==> src/rtl/decoder_scan_if.sv <==
// decoder_scan_if: control inputs and decoded outputs of decoder_scan.
interface decoder_scan_if #(
    parameter int W = 3
);
    logic            en;
    logic            mode;
    logic            load;
    logic [W-1:0]    x;
    logic [2**W-1:0] y;
    logic [W-1:0]    idx;
    logic            wrap;
    modport master(output en, mode, x, load, input y, idx, wrap);
    modport slave(input en, mode, x, load, output y, idx, wrap);
endinterface

==> src/rtl/decoder_scan.sv <==
// decoder_scan: registered W-to-2**W one-hot decoder with an auto-scan mode
// that steps through every code, holding each one for DWELL cycles.
module decoder_scan #(
    parameter int W     = 3,
    parameter int DWELL = 4
) (
    input logic           clk,
    input logic           rst,
    decoder_scan_if.slave bus
);
    localparam int N  = 2 ** W;
    localparam int CW = $clog2(DWELL + 1);
    typedef enum logic [1:0] {IDLE, DIRECT, SCAN} state_t;
    state_t        state;
    logic [CW-1:0] dcnt;
    logic [W-1:0]  idx;
    logic [W-1:0]  nxt;
    logic [N-1:0]  y;
    logic          wrap;
    // The mode needs no register of its own: idx/dcnt carry all scan progress.
    assign state = !bus.en ? IDLE : (bus.mode ? SCAN : DIRECT);
    assign nxt   = idx + W'(1);
    always_ff @(posedge clk) begin
        if (!rst) begin
            y    <= '0;
            idx  <= '0;
            dcnt <= '0;
            wrap <= 1'b0;
        end else if (state == IDLE) begin
            y    <= '0;
            wrap <= 1'b0;
        end else if (state == DIRECT || bus.load) begin
            idx  <= bus.x;
            y    <= N'(1) << bus.x;
            dcnt <= '0;
            wrap <= 1'b0;
        end else if (dcnt != CW'(DWELL - 1)) begin
            dcnt <= dcnt + CW'(1);
            y    <= N'(1) << idx;
            wrap <= 1'b0;
        end else begin
            dcnt <= '0;
            idx  <= nxt;
            y    <= N'(1) << nxt;
            wrap <= idx == {W{1'b1}};
        end
    end
    assign bus.y    = y;
    assign bus.idx  = idx;
    assign bus.wrap = wrap;
endmodule

==> src/flat_wrapper.sv <==
// flat-port wrapper written by rule: the top's interface ports become plain ports
module decoder_scan_flat 
#(
    parameter int W     = 3,
    parameter int DWELL = 4
)
  (clk, rst, bus_en, bus_mode, bus_x, bus_load, bus_y, bus_idx, bus_wrap);
  decoder_scan_if #(.W(W)) bus_i ();
  input logic clk;
  input logic rst;
  input wire logic [$bits(bus_i.en)-1:0] bus_en;
  input wire logic [$bits(bus_i.mode)-1:0] bus_mode;
  input wire logic [$bits(bus_i.x)-1:0] bus_x;
  input wire logic [$bits(bus_i.load)-1:0] bus_load;
  output wire logic [$bits(bus_i.y)-1:0] bus_y;
  output wire logic [$bits(bus_i.idx)-1:0] bus_idx;
  output wire logic [$bits(bus_i.wrap)-1:0] bus_wrap;
  assign bus_i.en = bus_en;
  assign bus_i.mode = bus_mode;
  assign bus_i.x = bus_x;
  assign bus_i.load = bus_load;
  assign bus_y = bus_i.y;
  assign bus_idx = bus_i.idx;
  assign bus_wrap = bus_i.wrap;
  decoder_scan #(.W(W), .DWELL(DWELL)) u_core (.clk(clk), .rst(rst), .bus(bus_i));
endmodule
==> config.mk <==
export PLATFORM = sky130hd
export DESIGN_NAME = decoder_scan_flat
export DESIGN_NICKNAME = d
export VERILOG_FILES = /design/src/rtl/decoder_scan_if.sv /design/src/rtl/decoder_scan.sv /design/src/flat_wrapper.sv
export SDC_FILE = /design/constraint.sdc
export NUM_CORES = 1
export LEC_CHECK = 0
export BUFFER_PORTS_ARGS = -buffer_cell sky130_fd_sc_hd__buf_4
export CAP_MARGIN = 10
export CORE_MARGIN = 1
export CORE_UTILIZATION = 44
export DETAILED_ROUTE_END_ITERATION = 12
export HOLD_SLACK_MARGIN = 0.03
export PLACE_DENSITY = 0.7
export SLEW_MARGIN = 20
export SYNTH_ARGS = -nofsm -noshare
export SYNTH_HDL_FRONTEND = slang
export SYNTH_SLANG_ARGS = --single-unit
==> constraint.sdc <==
create_clock -name clk -period 1.4 [get_ports clk]
set_input_delay 0.28 -clock clk [delete_from_list [all_inputs] [get_ports clk]]
set_output_delay 0.28 -clock clk [all_outputs]
set_load 0.05 [all_outputs]
==> metrics.csv <==
stage;metric;value;unit
power_and_ir_drop;cellInternalPower;0.659;mW
power_and_ir_drop;max-vdd-ir-drop;575;uV
detailed_routing;routed-via-count;607;
worst_setup_path;cp_slowest_cell;dfxtp_2;
synthesis;mappedNetlistNets;78;
power_and_ir_drop;power_per_cell_area;871;nW/um2
sta;finalCriticalPeriod;1520;ps
sta;post-route-worst-setup-slack;-115;ps
floorplan;horizontal_die_dimension;41.9;um
sta;clock-skew-final;2.97;ps
power_and_ir_drop;report.power.total;0.950;mW
synthesis;yosysWarnings;0;
detailed_routing;via_per_inst;5.47;
worst_setup_path;worstPathArrival;1710;ps
detailed_routing;routedWlPerCell;14.3;um
layout;mostFrequentLayoutCell;buf_4;
global_route;first_global_vias;562;
synthesis;synthesis.area;702;um2
detailed_routing;remaining_design_rule_violation_count;0;
sta;timing_hold_violations_final;0;
sta;rsz_0062_raised_after_global_routing;true;
hold_path;worstHoldPathCells;3;
power_and_ir_drop;part_of_the_total_power_dissipated_in_combinational_logic;0.267;
cts;cts_tree;yes;
placed_design;place.detailed.hpwl;1.05;mm
cts;clock_h_tree_levels;1;
placed_design;placed_cells_incl_taps;104;
placed_design;placement.cell_area;917;um2
sta;post-route-period-util;1.08;
floorplan;floorplan.rows;14;
layout;seqCellArea;312;um2
detailed_routing;initialDrtViolationCount;10;
outcome;outcome;finished with violations;
floorplan;floorplan.die.height;41.9;um
layout;multi_input_comb_area;529;um2
worst_setup_path;critical_path.reg2reg.endpoint;u_core.bus.y[3];
sta;setup_total_negative_slack;-754;ps
global_route;grt_remaining_overflow;0;
cts;clk_path_buf_depth;2;
layout;layout.cells.most_common_list;buf_4 (25), dfxtp_1 (10), nor3_2 (6), nand2_1 (5), nor2_1 (4);
placed_design;io_buffer_count;19;
worst_setup_path;crit_reg_reg_startpoint;u_core.dcnt[1];
worst_setup_path;r2r.worst_path.cells;5;
layout;instances_no_fill;111;
layout;area_delta_synth_final;55.3;%
detailed_routing;finalWirelength;1.59;mm
synthesis;ys_seq_area_frac;0.428;
cts;clk_root_buffer_cell;clkbuf_4;
global_route;antenna_found_initial;0;
layout;antennaDiodeCount;0;
floorplan;pin_count;20;
worst_setup_path;startpoint_type;flop;
floorplan;start_util;0.466;
worst_setup_path;crit_path_end_kind;flop;
layout;final_area;1090;um2
cts;number_of_sinks_driven_by_the_clock_tree;15;
worst_setup_path;setup.worst_path.class;flop to flop;
global_route;grt.total_usage;0.186;
hold_path;hold_path_class;input port to flop;
worst_setup_path;timing.reg2reg.setup_slack;-120;ps
power_and_ir_drop;pwr-share-clk;0.254;
detailed_routing;firstDrtPassIters;4;
synthesis;syn_avg_cell_area;10.5;um2
outcome;failing_checks;setup timing;
sta;max_slew.worst_pin.slew;365;ps
flow_run;cap_violations;0;
detailed_routing;postRouteAntennaNets;0;
cts;cts_buffers;3;
worst_setup_path;critical_path_peak_fanout;5;
cts;clk-insertion-delay-late;270;ps
global_route;grt_start_max_net_pins;9;
synthesis;syn-instance-count;67;
hold_path;worstHoldEndpoint;u_core.dcnt[0];
hold_path;hold_path.startpoint;rst;
synthesis;synth.distinct_cells;32;
worst_setup_path;critical_path.cell_chain;ha_4, nor2b_4, mux2i_4, o2111ai_4, nor3_2;
synthesis;post_synthesis_register_bit_count;15;
layout;n_fill_cell;109;
power_and_ir_drop;total_switching_power;0.291;mW
synthesis;netlist.area_leader.share;0.428;
placed_design;gp_routability_congestion;0.824;
sta;timing_max_transition_violations_final;0;
sta;final-setup-viol-count;9;
power_and_ir_drop;swShare;0.306;
worst_setup_path;cpPeakStageDelay;360;ps
power_and_ir_drop;portion_of_total_power_attributed_to_sequential_cells;0.479;
floorplan;core_area;1510;um2
cts;cts_hold_repair.buffers;0;
worst_setup_path;required;1600;ps
sta;max_clock_freq;660;MHz
sta;slew-limit-headroom;0.755;
synthesis;most_area_hungry_cell_type_in_the_yosys_netlist;dfxtp_1;
cts;clk_pin_slew;90;ps
layout;num-nets-final;107;
synthesis;synth.area.top_cells;dfxtp_1 (43%), mux2i_1 (5.7%), nor3_2 (5.7%), ha_1 (5.3%), nor3_1 (2.9%);
power_and_ir_drop;power_leakage;0.428;nW
global_route;grt_pass1_wl;2.44;mm
floorplan;die_area;1760;um2
layout;layout-drive-gt1-share;0.621;
synth_stat cells (all sizes together):
cell	instances
xnor2	1
o31a	1
buf	2
o21ba	1
nor3	8
a211o	1
mux2	1
dfxtp	15
and3	1
o21a	1
nand2b	1
nand3	1
ha	3
o2111ai	1
mux2i	4
o21ai	4
xor2	1
nor2b	2
o22ai	1
nor2	6
a311oi	2
inv	1
a21oi	1
or2	1
nor4b	1
nand2	5
sequential cells by signal, indices dropped and copies added, names as in the netlist:
| register | cells |
|---|---|
| u_core.bus.y | 8 |
| u_core.bus.idx | 3 |
| u_core.dcnt | 3 |
| u_core.bus.wrap | 1 |
kinds of logic after synthesis:
logic type | after synthesis | synth area share
xor gates and xnor gates | 2 | 0.0250
adders and majority gates | 3 | 0.0535
muxes | 5 | 0.0784
buffers and inverters | 3 | 0.0321
AOI/OAI and AO/OA | 13 | 0.157
and+or+nand+nor | 26 | 0.226
DFF | 15 | 0.428
area by class of cell:
class | count | share of cell area
clock buffers | 4 | 0.0241
inverters | 1 | 0.00344
multi-input cells | 49 | 0.486
flip-flops and latches | 15 | 0.286
well taps | 16 | 0.0184
repair buffers | 26 | 0.183
layer usage:
layer	part of all wire	wire (um)	vias up	GRT usage
li1	-	-	298	-
met1	0.45	720	290	0.251
met2	0.50	794	17	0.288
met3	0.037	59	2	0.0391
met4	0.0082	13	0	0.0774
met5	0	0	-	0
per-stage QoR:
step / util / setup WS, ps / hold WS (ps)
floorplan: - / -19.4 / 405
global placement: 0.609 / -69.0 / 477
detailed placement: 0.609 / -135 / 470
CTS: 0.649 / -90.7 / 299
global route: 0.723 / -182 / 271
finish: 0.723 / -115 / 288
worst max-delay path by stage:
stage / from / end / slack, ps / cells past startpoint
detailed placement: u_core.dcnt[0] / u_core.bus.y[0] / -130 / 6
CTS: u_core.dcnt[0] / u_core.bus.y[3] / -90 / 5
floorplan: u_core.dcnt[0] / u_core.bus.y[5] / -20 / 6
global route: u_core.dcnt[1] / u_core.bus.y[3] / -180 / 5
finish: u_core.dcnt[1] / u_core.bus.y[3] / -120 / 5
global placement: u_core.dcnt[0] / u_core.bus.y[3] / -70 / 6
power by group through the flow:
stage / sequential [mW] / combinational (mW) / clock, mW
global placement: 0.463 / 0.208 / 0
global route: 0.457 / 0.269 / 0.283
floorplan: 0.507 / 0.100 / 0
detailed placement: 0.464 / 0.209 / 0
finish: 0.455 / 0.253 / 0.241
CTS: 0.453 / 0.220 / 0.247
repair_timing:
item | in CTS | in global routing
buffers inserted | 2 | 2
resized for setup | 7 | 14
pin swaps | 4 | 7
endpoints found under the setup margin | 12 | 13
worst max-delay path, delay by kind of cell, from the launching register on:
family          cells  cell delay [ps]
simple gates        2              460
flops               1              360
mux                 1              310
compound gates      1              180
fa+ha+maj           1              130
Note: power is estimated with default switching activity, not from simulation.
